<file path="config.mk">
export PLATFORM = sky130hd
export DESIGN_NAME = pixel_writer4bit
export DESIGN_NICKNAME = d
export VERILOG_FILES = /design/src/rtl/pixel_writer4bit.sv
export SDC_FILE = /design/constraint.sdc
export NUM_CORES = 1
export LEC_CHECK = 0
export BUFFER_PORTS_ARGS = -buffer_cell sky130_fd_sc_hd__buf_2
export CAP_MARGIN = 20
export CORE_ASPECT_RATIO = 1.1
export CORE_MARGIN = 4
export CORE_UTILIZATION = 54
export DETAILED_ROUTE_END_ITERATION = 7
export PLACE_DENSITY_LB_ADDON = 0.2
export SYNTH_ARGS = -nofsm -noshare
export SYNTH_HDL_FRONTEND = slang
export SYNTH_SLANG_ARGS = --single-unit
</file>
<file path="constraint.sdc">
create_clock -name clock -period 12.3 [get_ports clock]
set_clock_uncertainty 0.15 [all_clocks]
set_input_delay 3.075 -clock clock [delete_from_list [all_inputs] [get_ports clock]]
set_output_delay 3.075 -clock clock [all_outputs]
set_load 0.03 [all_outputs]
</file>
<file path="src/rtl/pixel_writer4bit.sv">
// Nibble read-modify-write of packed 4-bit pixel memory, started by a CPU trigger edge.
// Latency: done 4 cycles after the edge with a zero-wait memory; each memory wait adds one.
module pixel_writer4bit #(
  parameter int IMG_W      = 28,
  parameter int IMG_H      = 28,
  parameter int IMG_C      = 3,
  parameter int DATA_WIDTH = 32,
  parameter int ADDR_WIDTH = 16,
  parameter int BASE_ADDR  = 0
) (
  input  logic                  clock,
  input  logic                  rst,
  input  logic signed [31:0]    x,
  input  logic signed [31:0]    y,
  input  logic signed [31:0]    z,
  input  logic [3:0]            p,
  input  logic                  trigger,
  input  logic                  data_ready_mem,
  input  logic [DATA_WIDTH-1:0] mem_rdata,
  output logic                  csb,
  output logic                  we,
  output logic [ADDR_WIDTH-1:0] addr,
  output logic [DATA_WIDTH-1:0] mem_wdata,
  output logic                  busy,
  output logic                  done,
  output logic                  err
);

  localparam int PPW   = DATA_WIDTH / 4;
  localparam int NIB_W = (PPW > 1) ? $clog2(PPW) : 1;

  localparam logic [2:0] S_IDLE = 3'd0;
  localparam logic [2:0] S_CALC = 3'd1;
  localparam logic [2:0] S_RD   = 3'd2;
  localparam logic [2:0] S_WR   = 3'd3;
  localparam logic [2:0] S_DONE = 3'd4;

  logic [2:0]          r_state;
  logic                r_trigger_prev;
  logic signed [31:0]  r_x;
  logic signed [31:0]  r_y;
  logic signed [31:0]  r_z;
  logic [3:0]          r_p;
  logic [NIB_W-1:0]    r_nib;

  logic                w_edge;
  logic                w_in_range;
  logic [31:0]         w_idx;
  logic [DATA_WIDTH-1:0] w_mask;
  logic [DATA_WIDTH-1:0] w_pix;
  logic [DATA_WIDTH-1:0] w_merged;

  assign w_edge     = trigger && !r_trigger_prev;
  assign w_in_range = (r_x >= 0) && (r_x < IMG_W) &&
                      (r_y >= 0) && (r_y < IMG_H) &&
                      (r_z >= 0) && (r_z < IMG_C);

  // Only consumed when in range, so the unsigned view of the coordinates is exact.
  assign w_idx = ($unsigned(r_z) * 32'(IMG_H) + $unsigned(r_y)) * 32'(IMG_W) + $unsigned(r_x);

  assign w_mask   = DATA_WIDTH'(4'hF) << {r_nib, 2'b00};
  assign w_pix    = DATA_WIDTH'(r_p) << {r_nib, 2'b00};
  assign w_merged = (mem_rdata & ~w_mask) | w_pix;

  always_ff @(posedge clock or posedge rst) begin
    if (rst) begin
      r_state        <= S_IDLE;
      r_trigger_prev <= 1'b0;
      r_x            <= '0;
      r_y            <= '0;
      r_z            <= '0;
      r_p            <= '0;
      r_nib          <= '0;
      csb            <= 1'b1;
      we             <= 1'b0;
      addr           <= '0;
      mem_wdata      <= '0;
      busy           <= 1'b0;
      done           <= 1'b0;
      err            <= 1'b0;
    end else begin
      r_trigger_prev <= trigger;
      done           <= 1'b0;
      case (r_state)
        S_IDLE: begin
          if (w_edge) begin
            r_x     <= x;
            r_y     <= y;
            r_z     <= z;
            r_p     <= p;
            err     <= 1'b0;
            busy    <= 1'b1;
            r_state <= S_CALC;
          end
        end
        S_CALC: begin
          if (!w_in_range) begin
            err     <= 1'b1;
            busy    <= 1'b0;
            done    <= 1'b1;
            r_state <= S_DONE;
          end else begin
            addr    <= ADDR_WIDTH'(32'(BASE_ADDR) + w_idx / 32'(PPW));
            r_nib   <= NIB_W'(w_idx % 32'(PPW));
            csb     <= 1'b0;
            we      <= 1'b0;
            r_state <= S_RD;
          end
        end
        S_RD: begin
          if (data_ready_mem) begin
            mem_wdata <= w_merged;
            we        <= 1'b1;
            r_state   <= S_WR;
          end
        end
        S_WR: begin
          if (data_ready_mem) begin
            csb     <= 1'b1;
            we      <= 1'b0;
            busy    <= 1'b0;
            done    <= 1'b1;
            r_state <= S_DONE;
          end
        end
        S_DONE: begin
          r_state <= S_IDLE;
        end
        default: begin
          r_state <= S_IDLE;
        end
      endcase
    end
  end

endmodule

</file>
==> impl_metrics.ini, run 1 <==
[run_status]
status = complete, no violations

[sta]
min_period_over_period_pct = 56.3
slew_headroom_pct = 35.9
rsz0062_at_grt = false
fmax_mhz = 144
drv_slew = 0
finalSetupTns_ns = 0
hold_viol = 0
period_needed_ns = 6.93
setup_viol = 0
worstMarginPinSlew_ns = 0.962
setup_ws_ns = 5.37

[yosys]
syn_nets = 1134
synth_cells = 897
yosysMostFrequentCell = dfrtp_1
synthArstFlopShare_pct = 100
yosys-top-cells-count = dfrtp_1, mux2_2, ha_1, a21oi_1, nor2_1
yosysWarningCount = 0
synth_top_flop_cell = dfrtp_1
netlist_area_sq_um = 9800
ys_seq_area_share_pct = 40.9
synth_area_leaders = dfrtp_1, mux2_2, ha_1
synth_top_area_share_pct = 40.6
yosysTopAreaCell = dfrtp_1
synth_area_per_cell_sq_um = 10.9
synth_seq_cells = 160
synth_cell_types = 59
synth_edf_count = 0

[global_route]
grt_pass1_vias = 7315
antenna_found_initial = 1
grtUsageTotal_pct = 21.6
grt_pass1_wl_um = 35100
grt_start_max_net_pins = 83
gr-total-overflow = 0

[routing]
wire_per_inst_um = 15.9
wl_um = 21100
drt_iter0_markers = 283
dr.pass1.iters = 5
via_count = 7295
drc = 0
viasPerCell = 5.49
ant_nets = 0

[floorplan]
start_util_pct = 55.2
dieWidth_um = 136
rows = 51
dieArea_sq_um = 20400
core_sq_um = 17700
die_h_um = 149
ios = 189

[cells_and_area]
drive_above_1_share_pct = 31.7
fin_util_pct = 65.7
fin_cells = 1329
layout-area-overhead-vs-synth_pct = 18.9
nFillCells = 1480
nets = 1314

[cts]
cts_buffers = 17
cts_tree = done
cts-resized-gates = 0
clk_latency_ns = 0.43
cts_hold_buf = 0
clockBufferDepth = 2
cts_sinks = 160
ctsRootBufferMaster = clkbuf_16
clkTransAtPathRegs_ns = 0.07
cts_setup_buffers = 0
htree_levels = 4

[hold_path]
hp-class = reg -> reg

[worst_setup_path]
reg2regPathDepth = 26
slowest_stage = or4_4
required_ns = 12.51
start_kind = flop
cp.depth = 26
r2r_end = addr[15]
r2r_slack_ns = 5.37
path_class = reg -> reg
slowest_delay_ns = 0.58
critPathCaptureType = flop
cp_top_family = adder cells
arrival_ns = 7.13
endpoint = addr[15]
cp_num_buf_inv = 0
cp_max_fo = 6
critPathLaunch = r_z[1]
r2r-start = r_z[1]

[placed_design]
dp_cells = 1295
pre_cts_ws_ns = 5.27
gp_congestion = 0.828
dp_hpwl_um = 16100
io_buffers = 188

[job]
cap_violations = 0
-- registers in the layout (all words and copies together), names as in the netlist --
register and flops:
addr 16, r_p 4, we 1, r_state 3, busy 1, done 1, err 1, mem_wdata 32
r_nib 3, r_z 32, r_y 32, r_x 32, csb 1, r_trigger_prev 1
-- routing by layer --
metal | share of wire (%) | GRT usage, % | vias up
li1 | - | - | 3555
met1 | 43 | 28.7 | 3514
met2 | 48 | 35.3 | 191
met3 | 6.6 | 5.06 | 35
met4 | 2.1 | 6.80 | 0
met5 | 0 | 0 | -
-- cells in the final DEF (no fill, tap or decap), types with 29 or more instances in the layout --
master | Yosys | routed
nand2_1 | 33 | 33
dfrtp_1 | 159 | 159
inv_1 | 54 | 53
a21oi_1 | 69 | 69
nor2_1 | 66 | 66
buf_2 | 0 | 188
mux2_2 | 105 | 105
ha_1 | 74 | 74
mux2i_1 | 32 | 32
xnor2_1 | 29 | 29
-- through the flow --
| step | hold slack (ns) | cell area [sq um] |
|---|---|---|
| after global routing | 0.359 | 11600 |
| after floorplan | 0.325 | 9800 |
| after global placement | 0.310 | 11000 |
| after CTS | 0.332 | 11600 |
| after detailed placement | 0.316 | 11000 |
| final | 0.326 | 11600 |
-- worst min-delay path, delay by kind of cell (launching register included) --
family           cells  cell delay (ns)
AO/OA/AOI/OAI        1             0.06
AND/OR/NAND/NOR      1             0.04
flip-flops           1             0.34
-- cell type report --
cell class	count	area, sq um	area share (%)
inverter	54	208	1.78
antenna	1	2.50	0.0215
sequential	160	4010	34.4
clock buffer	17	425	3.65
multi-input combinational	652	5490	47.1
timing repair buffer	192	978	8.40
clock inverter	15	246	2.12
tap	238	298	2.56
-- worst min path at each step --
| stage | end | from | cells after the start |
|---|---|---|---|
| final | addr[5] | addr[5] | 2 |
| after global routing | addr[4] | addr[4] | 2 |
| after CTS | addr[5] | addr[5] | 2 |
| after detailed placement | addr[5] | addr[5] | 2 |
| after global placement | addr[5] | addr[5] | 2 |
| after floorplan | r_nib[0] | r_x[0] | 1 |
-- kinds of logic (layout without fill, tap and decap cells) --
logic type | count (synthesis) | in the layout | synth area share [%]
flops | 160 | 160 | 40.9
buf+inv | 85 | 278 | 3.26
xor+xnor | 51 | 51 | 4.77
other cells | 0 | 1 | 0
simple gates | 192 | 192 | 9.84
fa+ha+maj | 101 | 101 | 15.0
mux | 137 | 137 | 15.3
compound gates | 171 | 171 | 11.0
Power of run 1 is left out: the tool's default activity adds up to more than one toggle a clock period on the data nets, which glitch-free logic cannot reach.
==> run 2: changes to the inputs <==
Settings changed: ABC_AREA from default to 1.
Clock period 12.3 ns to 6.9 ns, I/O delays scaled along.
==> run 2 against run 1 <==
Final cell count up 25%. Hold slack got worse by 0.0023 ns. Utilization rose by 0.21 points. Sequential share of layout area down 0.46 points. Non-clock buffer count is 2 higher. Critical path depth grew 4. Via count grew 20%. Fmax grew 8.3%. Critical endpoint unchanged. Register-to-register slack worse by 4.9 ns.
==> impl_metrics.ini, run 2 <==
[run_status]
status = complete, no violations

[cts]
clk_latency_ns = 0.43
clockBufferDepth = 2
htree_levels = 4
ctsRootBufferMaster = clkbuf_16
cts_tree = done
cts_setup_buffers = 0
cts_buffers = 17
cts_hold_buf = 0
cts-resized-gates = 0
cts_sinks = 160
clkTransAtPathRegs_ns = 0.06

[yosys]
yosysMostFrequentCell = nand2_1
ys_seq_area_share_pct = 40.1
synthMuxAreaShare_pct = 0
yosys-top-cells-count = nand2_1, dfrtp_1, inv_1, o21ai_0, ha_1
syn_nets = 1465
synth_seq_cells = 160
synth_edf_count = 0
synth_area_per_cell_sq_um = 8.14
yosysTopAreaCell = dfrtp_1
synth_area_leaders = dfrtp_1, nand2_1, ha_1
synth_top_flop_cell = dfrtp_1
yosysWarningCount = 0
synth_xor_area_share_pct = 4.19
synth_simple_gate_area_share_pct = 22.4
synth_cell_types = 42
synth_top_area_share_pct = 39.8
synth-compound-area-share_pct = 12.2
netlist_area_sq_um = 9990
synth_top_family_by_area = simple AND/OR/NAND/NOR gates
synthArstFlopShare_pct = 100
synth_cells = 1228
synthAdderAreaFrac_pct = 14.7

[sta]
worstMarginPinSlew_ns = 0.790
setup_viol = 0
min_period_over_period_pct = 92.6
finalSetupTns_ns = 0
hold_viol = 0
period_needed_ns = 6.39
drv_slew = 0
slew_headroom_pct = 47.3
setup_ws_ns = 0.508
fmax_mhz = 156
rsz0062_at_grt = false

[floorplan]
die_h_um = 151
dieWidth_um = 138
core_sq_um = 17900
ios = 189
dieArea_sq_um = 20700
start_util_pct = 55.7
rows = 51

[cells_and_area]
nFillCells = 1560
drive_above_1_share_pct = 17.7
num_antenna_cells = 0
final-seq-area_sq_um = 4010
nets = 1647
final_cell_mix = nand2_1, buf_2, dfrtp_1
final_area_sq_um = 11800
multiInputGateArea_sq_um = 5370
fin_cells = 1660
final_common_cell = nand2_1
layout-area-overhead-vs-synth_pct = 18.2

[routing]
wire_per_inst_um = 14.7
drc = 0
via_count = 8780
wl_um = 24500
drt_iter0_markers = 474
viasPerCell = 5.29
dr.pass1.iters = 5
ant_nets = 0

[placed_design]
dp_hpwl_um = 18500
dp_cells = 1628
place_area_sq_um = 11200
io_buffers = 188
gp_congestion = 0.958
pre_cts_ws_ns = 0.484

[global_route]
grt_start_max_net_pins = 120
antenna_found_initial = 0
grt_pass1_vias = 8296
grtUsageTotal_pct = 23.9
grt_pass1_wl_um = 39400
gr-total-overflow = 0

[worst_setup_path]
start_kind = flop
slowest_delay_ns = 0.49
cp_max_fo = 5
arrival_ns = 6.55
timing.critical_path.mode_cell = nand2_1
critPathCaptureType = flop
slowest_stage = fa_1
cp_num_buf_inv = 2
cp_top_family = adder cells
required_ns = 7.06
path_class = reg -> reg

[job]
cap_violations = 0

[hold_path]
hp-class = reg -> reg
## run 2: changes by cell type in the layout (fill, tap and decap cells not counted), moves of 20 or more
cell     before  now
mux2_2      105    0
inv_1        53  135
nand3_1       7   42
nand2_1      33  401
mux2i_1      32    0
o21ai_0      27   85
nor2_1       66   46
## run 2: layer usage
metal,wire length (um),track usage (%)
met1,10600,32.0
met2,12000,39.7
met3,1390,4.21
met4,493,7.31
met5,0,0
## run 2: worst paths after layout
check,to,cells past startpoint,startpoint,slack [ns]
max,addr[15],30,r_z[1],0.51
min,addr[8],2,addr[8],0.32
max reg2reg,addr[15],30,r_z[1],0.51
min reg2reg,addr[8],2,addr[8],0.32
max in group asynchronous,addr[13],4,rst,4.21
min in group asynchronous,r_z[9],2,rst,1.09
## run 2: worst reg2reg max path: cells and delay by family (launching register included)
kind / cells / cell delay [ns]
AND/OR/NAND/NOR: 13 / 1.20
flip-flops: 1 / 0.44
buffers and inverters: 2 / 0.17
AO/OA/AOI/OAI: 5 / 1.01
XOR/XNOR: 3 / 0.62
adder cells (fa/ha/maj): 7 / 2.67
## run 2: per-stage QoR
step	hold slack, ns	utilization, %
global placement	0.309	62.2
global route	0.339	65.9
CTS	0.330	65.6
finish	0.324	65.9
floorplan	0.299	-
detailed placement	0.313	62.2
## run 2: layout make-up
class | instances | area share, %
clock inverter | 10 | 1.29
timing repair buffer | 194 | 8.52
clock buffer | 21 | 3.81
sequential | 160 | 33.9
multi-input combinational | 898 | 45.5
tap | 238 | 2.52
inverter | 139 | 4.48
## run 2: cells by family after synthesis
group                      count (synthesis)
AOI/OAI and AO/OA                        208
xor gates and xnor gates                  47
adders and majority gates                101
buffers and inverters                    170
DFF                                      160
and+or+nand+nor                          542
Power of run 2 is left out for the same reason.
==> run 3: changes to the inputs <==
Settings changed: PLACE_DENSITY from default to 0.78, PLACE_DENSITY_LB_ADDON 0.2 to default.
==> run 3 against run 2 <==
Wire length is 0.36% higher. Critical path type unchanged. Critical path depth grew 3. Non-clock buffer count unchanged. Via count is 0.63% lower. Setup slack improved by 0.018 ns.
==> impl_metrics.ini, run 3 (same netlist as run 2, synthesis figures left out) <==
[routing]
wire_per_inst_um = 14.8
drc = 0
wl_um = 24600
via_count = 8725
ant_nets = 0
drt_iter0_markers = 570
dr.pass1.iters = 5
viasPerCell = 5.25

[floorplan]
dieArea_sq_um = 20700
rows = 51
dieWidth_um = 138
start_util_pct = 55.7
core_sq_um = 17900
die_h_um = 151
ios = 189

[worst_setup_path]
cp_max_fo = 5
path_class = reg -> reg
slowest_delay_ns = 0.51
start_kind = flop
arrival_ns = 6.54
required_ns = 7.07
reg2regPathDepth = 33
r2r_end = addr[15]
endpoint = addr[15]
r2r-start = r_z[0]
slowest_stage = fa_1
r2r_slack_ns = 0.53
critPathLaunch = r_z[0]
critPathCaptureType = flop
timing.critical_path.mode_cell = nand2_1

[cts]
cts_tree = done
cts_sinks = 160
htree_levels = 4
ctsRootBufferMaster = clkbuf_16
cts_hold_buf = 0
clk_latency_ns = 0.43
clkTransAtPathRegs_ns = 0.06
cts_buffers = 17
clockBufferDepth = 2
cts_setup_buffers = 0

[sta]
hold_viol = 0
rsz0062_at_grt = false
min_period_over_period_pct = 92.4
finalSetupTns_ns = 0
slew_headroom_pct = 46.2
period_needed_ns = 6.37
setup_viol = 0
fmax_mhz = 157
drv_slew = 0
worstMarginPinSlew_ns = 0.807

[cells_and_area]
num_antenna_cells = 0
final_cell_mix = nand2_1, buf_2, dfrtp_1
drive_above_1_share_pct = 17.6
layout-area-overhead-vs-synth_pct = 17.8
final_common_cell = nand2_1
nets = 1647

[placed_design]
dp_hpwl_um = 18600
gp_congestion = 0.949
io_buffers = 188

[global_route]
gr-total-overflow = 0
grt_pass1_wl_um = 39400
grt_start_max_net_pins = 110
grtUsageTotal_pct = 23.9
antenna_found_initial = 0
grt_pass1_vias = 8276

[run_status]
status = complete, no violations

[hold_path]
hold_depth = 2
hp-class = reg -> reg

[job]
cap_violations = 0
[run 3: cell types whose count changed in the layout (fill, tap and decap cells not counted), moves of 2 or more]
cell | before | now
inv_6 | 3 | 7
clkinv_4 | 3 | 1
bufinv_16 | 3 | 1
clkinv_8 | 0 | 2
clkbuf_1 | 3 | 1
clkinv_2 | 0 | 3
[run 3: metrics by stage]
step	instances	utilization (%)	hold WS (ns)	setup slack [ns]	instance area, sq um
2_1_floorplan	1228	-	0.299	0.707	9990
3_3_place_gp	1628	62.2	0.310	0.776	11200
3_5_place_dp	1628	62.2	0.313	0.558	11200
4_1_cts	1660	65.4	0.331	0.547	11700
5_1_grt	1661	65.7	0.356	0.0227	11800
6_report	1661	65.7	0.326	0.526	11800
[run 3: timing repair]
item                                    4_1_cts  5_1_grt
gates resized for setup                       0        2
hold endpoints to repair                      0        0
endpoints found under the setup margin        0        1
[run 3: routing by layer]
layer | vias up | share of wire (%) | GRT usage [%]
li1 | 4345 | - | -
met1 | 4082 | 43 | 32.5
met2 | 259 | 49 | 39.6
met3 | 39 | 5.6 | 4.04
met4 | 0 | 1.9 | 6.67
met5 | - | 0 | 0
[run 3: layout make-up]
cell class / instances / area [sq um]
inverters: 139 / 528
multi-input cells: 898 / 5360
flip-flops and latches: 160 / 4010
fillers: 1535 / 6160
well taps: 238 / 298
clock inverters: 14 / 149
repair buffers: 194 / 1010
clock buffers: 18 / 429
[run 3: critical path: cells and delay by family (launching register included)]
kind            cells  cell delay (ns)
compound gates      5             0.96
simple gates       15             1.56
xor+xnor            3             0.41
fa+ha+maj           7             2.60
buf+inv             3             0.14
flops               1             0.43
[run 3: worst min path at each step]
stage / startpoint / to / slack [ns]
floorplan: r_x[0] / r_x[0] / 0.30
global placement: addr[0] / addr[0] / 0.31
detailed placement: addr[0] / addr[0] / 0.31
CTS: addr[0] / addr[0] / 0.33
global route: addr[1] / addr[1] / 0.36
finish: addr[0] / addr[0] / 0.33
Power of run 3 is left out for the same reason.
